`src/rtl/uart_tx_gen_if.sv`:
```
// Payload handshake between a producer (master) and the UART transmitter (slave).
interface uart_tx_gen_if #(
  parameter int DATA_W = 9
);
  logic [DATA_W-1:0] tx_data;
  logic              tx_valid;
  logic              tx_ready;

  modport master (output tx_data, output tx_valid, input tx_ready);
  modport slave  (input tx_data, input tx_valid, output tx_ready);
endinterface

```
`src/rtl/uart_tx_gen.sv`:
```
// Configurable UART transmitter: start, 5..DATA_W data bits, optional parity,
// 1..STOP_MAX stop bits, break generation; one bit per ce_tx strobe.
module uart_tx_gen #(
  parameter int DATA_W   = 9,
  parameter int STOP_MAX = 2
) (
  input  logic         clk,
  input  logic         rst,
  input  logic         ce_tx,
  uart_tx_gen_if.slave tx_bus,
  output logic         uart_tx,
  output logic         is_transmitting,
  output logic         tx_done,
  input  logic [3:0]   cfg_data_bits,
  input  logic [1:0]   cfg_stop_bit,
  input  logic [2:0]   cfg_parity_type,
  input  logic         cfg_lsb_first,
  input  logic         cfg_break,
  input  logic         cfg_channel_enable
);

  localparam logic [2:0] S_IDLE   = 3'd0;
  localparam logic [2:0] S_ALIGN  = 3'd1;
  localparam logic [2:0] S_START  = 3'd2;
  localparam logic [2:0] S_DATA   = 3'd3;
  localparam logic [2:0] S_PARITY = 3'd4;
  localparam logic [2:0] S_STOP   = 3'd5;
  localparam logic [2:0] S_BREAK  = 3'd6;

  localparam logic [2:0] PAR_NONE  = 3'd0;
  localparam logic [2:0] PAR_ODD   = 3'd1;
  localparam logic [2:0] PAR_EVEN  = 3'd2;
  localparam logic [2:0] PAR_MARK  = 3'd3;

  logic [2:0]  state;
  logic [15:0] data_q;
  logic [3:0]  nbits_q;
  logic [1:0]  nstop_q;
  logic [2:0]  par_q;
  logic        lsb_q;
  logic [3:0]  bit_cnt;
  logic [1:0]  stop_cnt;

  logic [3:0]  bits_clamped;
  logic [1:0]  stop_clamped;
  logic [2:0]  par_clamped;
  logic [3:0]  next_cnt;
  logic [3:0]  bit_idx;
  logic        data_bit;
  logic        data_xor;
  logic        parity_bit;
  logic        accept;

  assign tx_bus.tx_ready = !rst && (state == S_IDLE) && cfg_channel_enable && !cfg_break;
  assign accept          = tx_bus.tx_valid && tx_bus.tx_ready;
  assign is_transmitting = (state != S_IDLE) && (state != S_BREAK);

  // Out-of-range configuration is folded into the legal range before latching.
  always_comb begin
    bits_clamped = cfg_data_bits;
    if (cfg_data_bits < 4'd5)
      bits_clamped = 4'd5;
    else if (cfg_data_bits > 4'(DATA_W))
      bits_clamped = 4'(DATA_W);
    stop_clamped = cfg_stop_bit;
    if (cfg_stop_bit == 2'd0)
      stop_clamped = 2'd1;
    else if (cfg_stop_bit > 2'(STOP_MAX))
      stop_clamped = 2'(STOP_MAX);
    par_clamped = (cfg_parity_type > 3'd4) ? PAR_NONE : cfg_parity_type;
  end

  assign next_cnt = (state == S_START) ? 4'd0 : bit_cnt + 4'd1;
  assign bit_idx  = lsb_q ? next_cnt : (nbits_q - 4'd1 - next_cnt);
  assign data_bit = data_q[bit_idx];

  always_comb begin
    data_xor = 1'b0;
    for (int i = 0; i < DATA_W; i++)
      if (4'(i) < nbits_q)
        data_xor = data_xor ^ data_q[i];
    case (par_q)
      PAR_ODD:  parity_bit = ~data_xor;
      PAR_EVEN: parity_bit = data_xor;
      PAR_MARK: parity_bit = 1'b1;
      default:  parity_bit = 1'b0;
    endcase
  end

  // The line register is updated on the same edge that consumes ce_tx, so
  // each bit appears one clk after its strobe and holds until the next one.
  always_ff @(posedge clk) begin
    if (rst) begin
      state    <= S_IDLE;
      uart_tx  <= 1'b1;
      tx_done  <= 1'b0;
      data_q   <= '0;
      nbits_q  <= '0;
      nstop_q  <= '0;
      par_q    <= '0;
      lsb_q    <= 1'b0;
      bit_cnt  <= '0;
      stop_cnt <= '0;
    end else begin
      tx_done <= 1'b0;
      if (!cfg_channel_enable) begin
        state    <= S_IDLE;
        uart_tx  <= 1'b1;
        bit_cnt  <= '0;
        stop_cnt <= '0;
      end else begin
        case (state)
          S_IDLE: begin
            if (cfg_break) begin
              state   <= S_BREAK;
              uart_tx <= 1'b0;
            end else if (accept) begin
              data_q  <= 16'(tx_bus.tx_data);
              nbits_q <= bits_clamped;
              nstop_q <= stop_clamped;
              par_q   <= par_clamped;
              lsb_q   <= cfg_lsb_first;
              state   <= S_ALIGN;
            end
          end
          S_ALIGN: begin
            if (ce_tx) begin
              state   <= S_START;
              uart_tx <= 1'b0;
            end
          end
          S_START: begin
            if (ce_tx) begin
              state   <= S_DATA;
              bit_cnt <= 4'd0;
              uart_tx <= data_bit;
            end
          end
          S_DATA: begin
            if (ce_tx) begin
              if (bit_cnt == nbits_q - 4'd1) begin
                if (par_q == PAR_NONE) begin
                  state    <= S_STOP;
                  stop_cnt <= 2'd0;
                  uart_tx  <= 1'b1;
                end else begin
                  state   <= S_PARITY;
                  uart_tx <= parity_bit;
                end
              end else begin
                bit_cnt <= next_cnt;
                uart_tx <= data_bit;
              end
            end
          end
          S_PARITY: begin
            if (ce_tx) begin
              state    <= S_STOP;
              stop_cnt <= 2'd0;
              uart_tx  <= 1'b1;
            end
          end
          S_STOP: begin
            if (ce_tx) begin
              if (stop_cnt == nstop_q - 2'd1) begin
                state   <= S_IDLE;
                tx_done <= 1'b1;
              end else begin
                stop_cnt <= stop_cnt + 2'd1;
              end
            end
          end
          S_BREAK: begin
            if (ce_tx && !cfg_break) begin
              state   <= S_IDLE;
              uart_tx <= 1'b1;
            end
          end
          default: begin
            state   <= S_IDLE;
            uart_tx <= 1'b1;
          end
        endcase
      end
    end
  end

endmodule

```
`src/flat_wrapper.sv`:
```
// flat-port wrapper written by rule: the top's interface ports become plain ports
module uart_tx_gen_flat 
#(
  parameter int DATA_W   = 9,
  parameter int STOP_MAX = 2
)
  (clk, rst, ce_tx, uart_tx, is_transmitting, tx_done, cfg_data_bits, cfg_stop_bit, cfg_parity_type, cfg_lsb_first, cfg_break, cfg_channel_enable, tx_bus_tx_data, tx_bus_tx_valid, tx_bus_tx_ready);
  uart_tx_gen_if #(.DATA_W(DATA_W)) tx_bus_i ();
  input  logic clk;
  input  logic rst;
  input  logic ce_tx;
  output logic uart_tx;
  output logic is_transmitting;
  output logic tx_done;
  input  logic [3:0] cfg_data_bits;
  input  logic [1:0] cfg_stop_bit;
  input  logic [2:0] cfg_parity_type;
  input  logic cfg_lsb_first;
  input  logic cfg_break;
  input  logic cfg_channel_enable;
  input wire logic [$bits(tx_bus_i.tx_data)-1:0] tx_bus_tx_data;
  input wire logic [$bits(tx_bus_i.tx_valid)-1:0] tx_bus_tx_valid;
  output wire logic [$bits(tx_bus_i.tx_ready)-1:0] tx_bus_tx_ready;
  assign tx_bus_i.tx_data = tx_bus_tx_data;
  assign tx_bus_i.tx_valid = tx_bus_tx_valid;
  assign tx_bus_tx_ready = tx_bus_i.tx_ready;
  uart_tx_gen #(.DATA_W(DATA_W), .STOP_MAX(STOP_MAX)) u_core (.clk(clk), .rst(rst), .ce_tx(ce_tx), .tx_bus(tx_bus_i), .uart_tx(uart_tx), .is_transmitting(is_transmitting), .tx_done(tx_done), .cfg_data_bits(cfg_data_bits), .cfg_stop_bit(cfg_stop_bit), .cfg_parity_type(cfg_parity_type), .cfg_lsb_first(cfg_lsb_first), .cfg_break(cfg_break), .cfg_channel_enable(cfg_channel_enable));
endmodule
```
`config.mk`:
```
export PLATFORM = sky130hd
export DESIGN_NAME = uart_tx_gen_flat
export DESIGN_NICKNAME = d
export VERILOG_FILES = /design/src/rtl/uart_tx_gen_if.sv /design/src/rtl/uart_tx_gen.sv /design/src/flat_wrapper.sv
export SDC_FILE = /design/constraint.sdc
export NUM_CORES = 1
export LEC_CHECK = 0
export ABC_CLOCK_PERIOD_IN_PS = 3100
export BUFFER_PORTS_ARGS = -buffer_cell sky130_fd_sc_hd__buf_2
export CAP_MARGIN = 20
export CORE_MARGIN = 2
export CORE_UTILIZATION = 55
export DETAILED_ROUTE_END_ITERATION = 8
export GPL_ROUTABILITY_DRIVEN = 1
export HOLD_SLACK_MARGIN = 0.02
export PLACE_DENSITY = 0.77
export SYNTH_ARGS = -nofsm -noshare
export SYNTH_HDL_FRONTEND = slang
export SYNTH_SLANG_ARGS = --single-unit
```
`constraint.sdc`:
```
create_clock -name clk -period 3.1 [get_ports clk]
set_clock_uncertainty 0.1 [all_clocks]
set_input_delay 0.31 -clock clk [delete_from_list [all_inputs] [get_ports clk]]
set_output_delay 0.31 -clock clk [all_outputs]
set_load 0.01 [all_outputs]
```
==> metrics.yaml, run 1 <==
setup_path:
  crit_buf_inv: 1
  reg2reg_to: "u_core.uart_tx$_SDFFE_PP1P_"
  r2r_cells: 12
  r2r_start: "u_core.state[1]$_SDFFE_PP0P_"
  critPathLaunchType: "flop"
  critPathTopFamily: "adder cells"
  slowest_delay_ps: 400
  critPathSlowestCell: "fa_1"
  arrival_ps: 2880
  r2r_slack_ps: 300
  cp-startpoint: "u_core.state[1]$_SDFFE_PP0P_"
  path_cells: "nor3b_1 > nor2_1 > ha_1 > inv_1 > fa_1 > nor2b_1 > a31oi_4 > mux2i_1 > mux2i_1 > mux2i_1 > a31oi_1 > a2bb2oi_1"
  end_kind: "flop"
  required_ps: 3180
  crit_fanout: 5
  cpMostUsedCell: "mux2i_1"
  path_depth: 12
  worstSetupPathType: "reg -> reg"
yosys:
  async_flop_share_pct: 0
  syn_nets: 305
  yosys-top-cells-area: "dfxtp_1, nand2_1, a21oi_1"
  yosysTopAreaCellShare_pct: 28.6
  synth_edf_count: 0
  yosysWarnings: 0
  synth_top_cell_by_area: "dfxtp_1"
  ys_ff_latch: 30
  synth_ff_type: "dfxtp_1"
  syn_inst: 271
  yosysUniqueCellTypes: 51
  avgSynthCellArea_um2: 7.76
  ys_seq_area_share_pct: 28.6
  syn_area_um2: 2100
sta:
  min_period_over_period_pct: 90.4
  rsz0062_at_grt: "false"
  whs_ps: 156
  hold_viol: 0
  fin_tns_setup_ps: 0
  setup_viol: 0
  fmax_mhz: 357
  maxSlewViolCount: 0
  min_period_ps: 2800
  worst_pin_slew_ps: 581
  relSlewSlack_pct: 61.3
cts:
  path_clk_slew_ps: 70
  post_cts_buffers: 0
  clk_latency_ps: 290
  numCtsBuffers: 5
  cts_max_level: 2
  hold_buffers: 0
  cts_tree: "built"
  cts_root_buffer: "clkbuf_8"
  cts.sinks: 30
  cts_resized: 0
  clockBufferDepth: 2
routing:
  vias: 1947
  dr.pass1.iters: 4
  postRouteAntennaNets: 0
  vias_per_cell: 5.63
  wire_per_inst_um: 13.2
  wl_mm: 4.58
  drc: 0
  drt-initial-drc-count: 103
placed_design:
  gp_congestion: 0.841
  port_buffers: 27
  dp_hpwl_mm: 3.44
  placed_area_um2: 2280
  place_inst: 338
final_layout:
  mostFrequentLayoutCells: "nand2_1, dfxtp_1, a21oi_1, buf_2, nor2_1"
  drive_gt1_share_pct: 17.1
  layout_commonest_cell: "nand2_1"
  fillers: 332
  antennaDiodeCount: 0
  post-route-cell-area_um2: 2370
  final_core_util_pct: 64.8
  syn2layout_area_growth_pct: 12.8
  nets: 331
  final_cells: 346
floorplanning:
  die_w_um: 65.8
  core-area_um2: 3660
  rows: 22
  io_pins: 29
  fp.dieH_um: 65.8
  start_util_pct: 57.4
  dieArea_um2: 4330
power_and_ir_drop:
  power_density_nw_per_um2: 378
  p_leak_nw: 0.924
  irDropWorstVdd_mv: 0.333
min_path:
  hold_end: "u_core.data_q[7]$_SDFFE_PP0P_"
  holdCritStartpoint: "tx_bus_tx_data[7]"
  hold_depth: 3
  hold_path_class: "in -> reg"
run:
  maxCapViolations: 0
global_route:
  grt_max_degree: 22
  grt_pass1_wl_mm: 7.94
  grt_pass1_vias: 1803
  grtUsageTotal_pct: 23.7
  antenna_found_initial: 0
  grt_overflow: 0
status:
  status: "finished, final reports clean"
[synth_stat cells, drive strengths merged (3+ instances only)]
cell    count
a21oi      29
and2        3
and3        4
buf         7
clkbuf      7
dfxtp      30
ha          8
inv         7
mux2i      13
nand2      46
nand2b      5
nand3       7
nand3b      4
nor2       25
nor2b       6
nor3        7
o21ai      13
or3         4
xnor2       8
xor2        8
[cells by family after synthesis]
kind of cell | count (synthesis) | synth area share, %
buffers and inverters | 21 | 4.40
adders and majority gates | 10 | 6.19
and+or+nand+nor | 116 | 26.5
AOI/OAI and AO/OA | 63 | 19.9
DFF | 30 | 28.6
muxes | 14 | 6.73
xor gates and xnor gates | 17 | 7.74
[worst max path at each step]
| stage | end | slack, ps |
|---|---|---|
| 3_5_place_dp | u_core.uart_tx$_SDFFE_PP1P_ | 300 |
| 6_report | u_core.uart_tx$_SDFFE_PP1P_ | 300 |
| 5_1_grt | u_core.uart_tx$_SDFFE_PP1P_ | 110 |
| 4_1_cts | u_core.uart_tx$_SDFFE_PP1P_ | 280 |
| 2_1_floorplan | u_core.uart_tx$_SDFFE_PP1P_ | 430 |
| 3_3_place_gp | u_core.uart_tx$_SDFFE_PP1P_ | 370 |
[power breakdown]
group          internal [mW]  total (mW)  switching (mW)  leakage, nW
sequential             0.395       0.404         0.00995        0.243
combinational         0.0696       0.160          0.0902        0.635
clock                  0.178       0.332           0.154       0.0472
[registers in the layout, indices dropped and copies added (netlist names)]
name,count
u_core.lsb_q,1
u_core.stop_cnt,2
u_core.state,3
u_core.data_q,9
u_core.par_q,3
u_core.nstop_q,2
u_core.uart_tx,1
u_core.bit_cnt,4
u_core.tx_done,1
u_core.nbits_q,4
[per-layer routing]
layer | track usage [%] | vias to the layer above | share of wire [%]
met5 | 0 | - | 0
met4 | 7.03 | 0 | 1.4
met3 | 5.28 | 6 | 3.5
met2 | 38.8 | 35 | 47
met1 | 31.2 | 907 | 48
li1 | - | 999 | -
[worst register-to-register path, cell delays in order (launching register included)]
cell and delay (ps):
dfxtp_1 340, nor3b_1 280, nor2_1 110, ha_1 220, inv_1 70, fa_1 400
nor2b_1 160, a31oi_4 300, mux2i_1 240, mux2i_1 90, mux2i_1 130, a31oi_1 120
a2bb2oi_1 140
[stage by stage]
| step | setup WS [ps] | total power, mW |
|---|---|---|
| after detailed placement | 303 | 0.571 |
| after global placement | 372 | 0.567 |
| final | 299 | 0.897 |
| after CTS | 282 | 0.900 |
| after floorplan | 426 | 0.527 |
| after global routing | 107 | 0.938 |
[final cells by class]
cell class / instances / area [um^2] / area share (%)
multi-input combinational: 220 / 1410 / 59.4
sequential: 30 / 601 / 25.3
timing repair buffer: 33 / 180 / 7.60
clock buffer: 6 / 82.6 / 3.48
tap: 48 / 60.1 / 2.53
inverter: 7 / 26.3 / 1.11
clock inverter: 2 / 12.5 / 0.528
No activity file was read; power rests on OpenSTA's default activity.
==> run 2, diff against run 1 <==
--- a/config.mk
+++ b/config.mk
@@ -9,11 +9,11 @@
 export BUFFER_PORTS_ARGS = -buffer_cell sky130_fd_sc_hd__buf_2
 export CAP_MARGIN = 20
 export CORE_MARGIN = 2
-export CORE_UTILIZATION = 55
+export CORE_UTILIZATION = 50
 export DETAILED_ROUTE_END_ITERATION = 8
 export GPL_ROUTABILITY_DRIVEN = 1
 export HOLD_SLACK_MARGIN = 0.02
-export PLACE_DENSITY = 0.77
+export PLACE_DENSITY = 0.71
 export SYNTH_ARGS = -nofsm -noshare
 export SYNTH_HDL_FRONTEND = slang
 export SYNTH_SLANG_ARGS = --single-unit
==> run 2 against run 1 <==
  * Combinational power decreased by 3%
  * Flip-flop and latch count unchanged
  * Global-route usage down 1.9 points
  * Clock power grew 2%
  * Register-to-register slack got worse by 20 ps
  * Non-clock buffer count shrank 2
  * Critical path depth did not move
  * Maximum frequency decreased by 0.72%
==> metrics.yaml, run 2 (same netlist as run 1, synthesis figures left out) <==
final_layout:
  layout_commonest_cell: "nand2_1"  # unchanged
  reg_top3: "u_core.data_q x9, u_core.bit_cnt x4, u_core.nbits_q x4"  # unchanged
  nets: 329  # was 331
  largest_reg_flops: 9  # unchanged
  syn2layout_area_growth_pct: 12.2  # was 12.8%
  antennaDiodeCount: 0  # unchanged
  fillers: 405  # was 332
  multiInputGateArea_um2: 1410  # unchanged
  final_cells: 346  # unchanged
  drive_gt1_share_pct: 16.6  # was 17.1%
  seq_area_um2: 601  # unchanged
  mostFrequentLayoutCells: "nand2_1, dfxtp_1, a21oi_1, buf_2, nor2_1"  # unchanged
  largest-register: "u_core.data_q"  # unchanged
sta:
  hold_viol: 0  # unchanged
  worst_pin_slew_ps: 610  # was 581 ps
  relSlewSlack_pct: 59.3  # was 61.3%
  rsz0062_at_grt: "false"  # unchanged
  min_period_over_period_pct: 91.0  # was 90.4%
  min_period_ps: 2820  # was 2800 ps
  maxSlewViolCount: 0  # unchanged
  fmax_mhz: 354  # was 357 MHz
  setup_viol: 0  # unchanged
  whs_ps: 158  # was 156 ps
  fin_tns_setup_ps: 0  # unchanged
setup_path:
  r2r_start: "u_core.state[1]$_SDFFE_PP0P_"  # unchanged
  arrival_ps: 2900  # was 2880 ps
  crit_fanout: 5  # unchanged
  required_ps: 3180  # about the same
  cp-startpoint: "u_core.state[1]$_SDFFE_PP0P_"  # unchanged
  critPathLaunchType: "flop"  # unchanged
  reg2reg_to: "u_core.uart_tx$_SDFFE_PP1P_"  # unchanged
  path_cells: "nor3b_1 > nor2_1 > ha_1 > inv_1 > fa_1 > nor2b_1 > a31oi_4 > mux2i_1 > mux2i_1 > mux2i_1 > a31oi_1 > a2bb2oi_1"  # unchanged
  crit_path_end: "u_core.uart_tx$_SDFFE_PP1P_"  # unchanged
  critPathSlowestCell: "fa_1"  # unchanged
  r2r_slack_ps: 280  # was 300 ps
  crit_buf_inv: 1  # unchanged
  r2r_cells: 12  # unchanged
  end_kind: "flop"  # unchanged
  worstSetupPathType: "reg -> reg"  # unchanged
  critPathTopFamily: "adder cells"  # unchanged
  slowest_delay_ps: 410  # was 400 ps
  cpMostUsedCell: "mux2i_1"  # unchanged
  path_depth: 12  # unchanged
power_and_ir_drop:
  p_leak_nw: 0.915  # was 0.924 nW
  irDropWorstVdd_mv: 0.302  # was 0.333 mV
  power_density_nw_per_um2: 381  # was 378 nW/um^2
routing:
  wire_per_inst_um: 13.3  # was 13.2 um
  postRouteAntennaNets: 0  # unchanged
  drc: 0  # unchanged
  drt-initial-drc-count: 100  # was 103
  vias: 1912  # was 1947
  vias_per_cell: 5.53  # was 5.63
  dr.pass1.iters: 4  # unchanged
  wl_mm: 4.60  # was 4.58 mm
global_route:
  grtUsageTotal_pct: 21.8  # was 23.7%
  grt_pass1_wl_mm: 7.64  # was 7.94 mm
  grt-busiest-layer: "met2"  # unchanged
  grt_max_degree: 22  # unchanged
  grt_use_met1_pct: 30.4  # was 31.2%
  met3_usage_pct: 4.87  # was 5.28%
  antenna_found_initial: 0  # unchanged
  grt_overflow: 0  # unchanged
  grt_use_met2_pct: 32.8  # was 38.8%
  grt_pass1_vias: 1667  # was 1803
status:
  status: "finished, final reports clean"  # unchanged
placed_design:
  gp_congestion: 0.850  # was 0.841
  port_buffers: 27  # unchanged
  dp_hpwl_mm: 3.50  # was 3.44 mm
  place_inst: 338  # unchanged
cts:
  numCtsBuffers: 5  # unchanged
  path_clk_slew_ps: 70  # about the same
  cts.sinks: 30  # unchanged
  hold_buffers: 0  # unchanged
  post_cts_buffers: 0  # unchanged
  cts_max_level: 2  # unchanged
  cts_tree: "built"  # unchanged
  cts_resized: 0  # unchanged
  cts_root_buffer: "clkbuf_8"  # unchanged
  clockBufferDepth: 2  # unchanged
  clk_latency_ps: 290  # about the same
run:
  maxCapViolations: 0  # unchanged
floorplanning:
  io_pins: 29  # unchanged
  rows: 23  # was 22
  start_util_pct: 52.2  # was 57.4%
  dieArea_um2: 4740  # was 4330 um^2
  die_w_um: 68.8  # was 65.8 um
  core-area_um2: 4030  # was 3660 um^2
  fp.dieH_um: 68.8  # was 65.8 um
min_path:
  hold_path_class: "in -> reg"  # unchanged
  holdCritStartpoint: "tx_bus_tx_data[3]"  # was tx_bus_tx_data[7]
run 2: final cells by class:
type                       count  area share [%]
clock inverter                 2           0.531
sequential                    30            25.5
tap                           50            2.65
timing repair buffer          31            7.00
multi-input combinational    220            59.7
inverter                       7            1.11
clock buffer                   6            3.50
run 2: metrics by stage:
step	util [%]	area, um^2	power (mW)	worst slack (ps)
2_1_floorplan	-	2100	0.527	426
3_3_place_gp	56.2	2260	0.567	348
3_5_place_dp	56.2	2260	0.570	259
4_1_cts	58.5	2360	0.907	235
5_1_grt	58.5	2360	0.941	48.4
6_report	58.5	2360	0.899	279
run 2: worst reg2reg max path, stage by stage (launching register included):
cell,delay (ps)
dfxtp_1,350
nor3b_1,310
nor2_1,100
ha_1,220
inv_1,80
fa_1,410
nor2b_1,160
a31oi_4,270
mux2i_1,230
mux2i_1,90
mux2i_1,140
a31oi_1,110
a2bb2oi_1,130
run 2: metal layers:
| layer | routed length (um) | up-vias |
|---|---|---|
| li1 | - | 995 |
| met1 | 2280 | 864 |
| met2 | 2080 | 49 |
| met3 | 196 | 4 |
| met4 | 53 | 0 |
| met5 | 0 | - |
run 2: worst min-delay path by stage:
stage,end,slack [ps],depth (start not counted)
2_1_floorplan,u_core.par_q[2]$_SDFFE_PP0P_,350,2
3_3_place_gp,u_core.nstop_q[1]$_SDFFE_PP0P_,360,2
3_5_place_dp,u_core.par_q[0]$_SDFFE_PP0P_,380,2
4_1_cts,u_core.data_q[6]$_SDFFE_PP0P_,150,3
5_1_grt,u_core.data_q[4]$_SDFFE_PP0P_,160,3
6_report,u_core.data_q[3]$_SDFFE_PP0P_,160,3
run 2: power by group:
group / total, mW / internal [mW] / leakage [nW] / switching, mW
Sequential: 0.406 / 0.394 / 0.243 / 0.0112
Clock: 0.337 / 0.178 / 0.0472 / 0.159
Combinational: 0.156 / 0.0684 / 0.625 / 0.0880
Total: 0.899 / 0.641 / 0.915 / 0.258
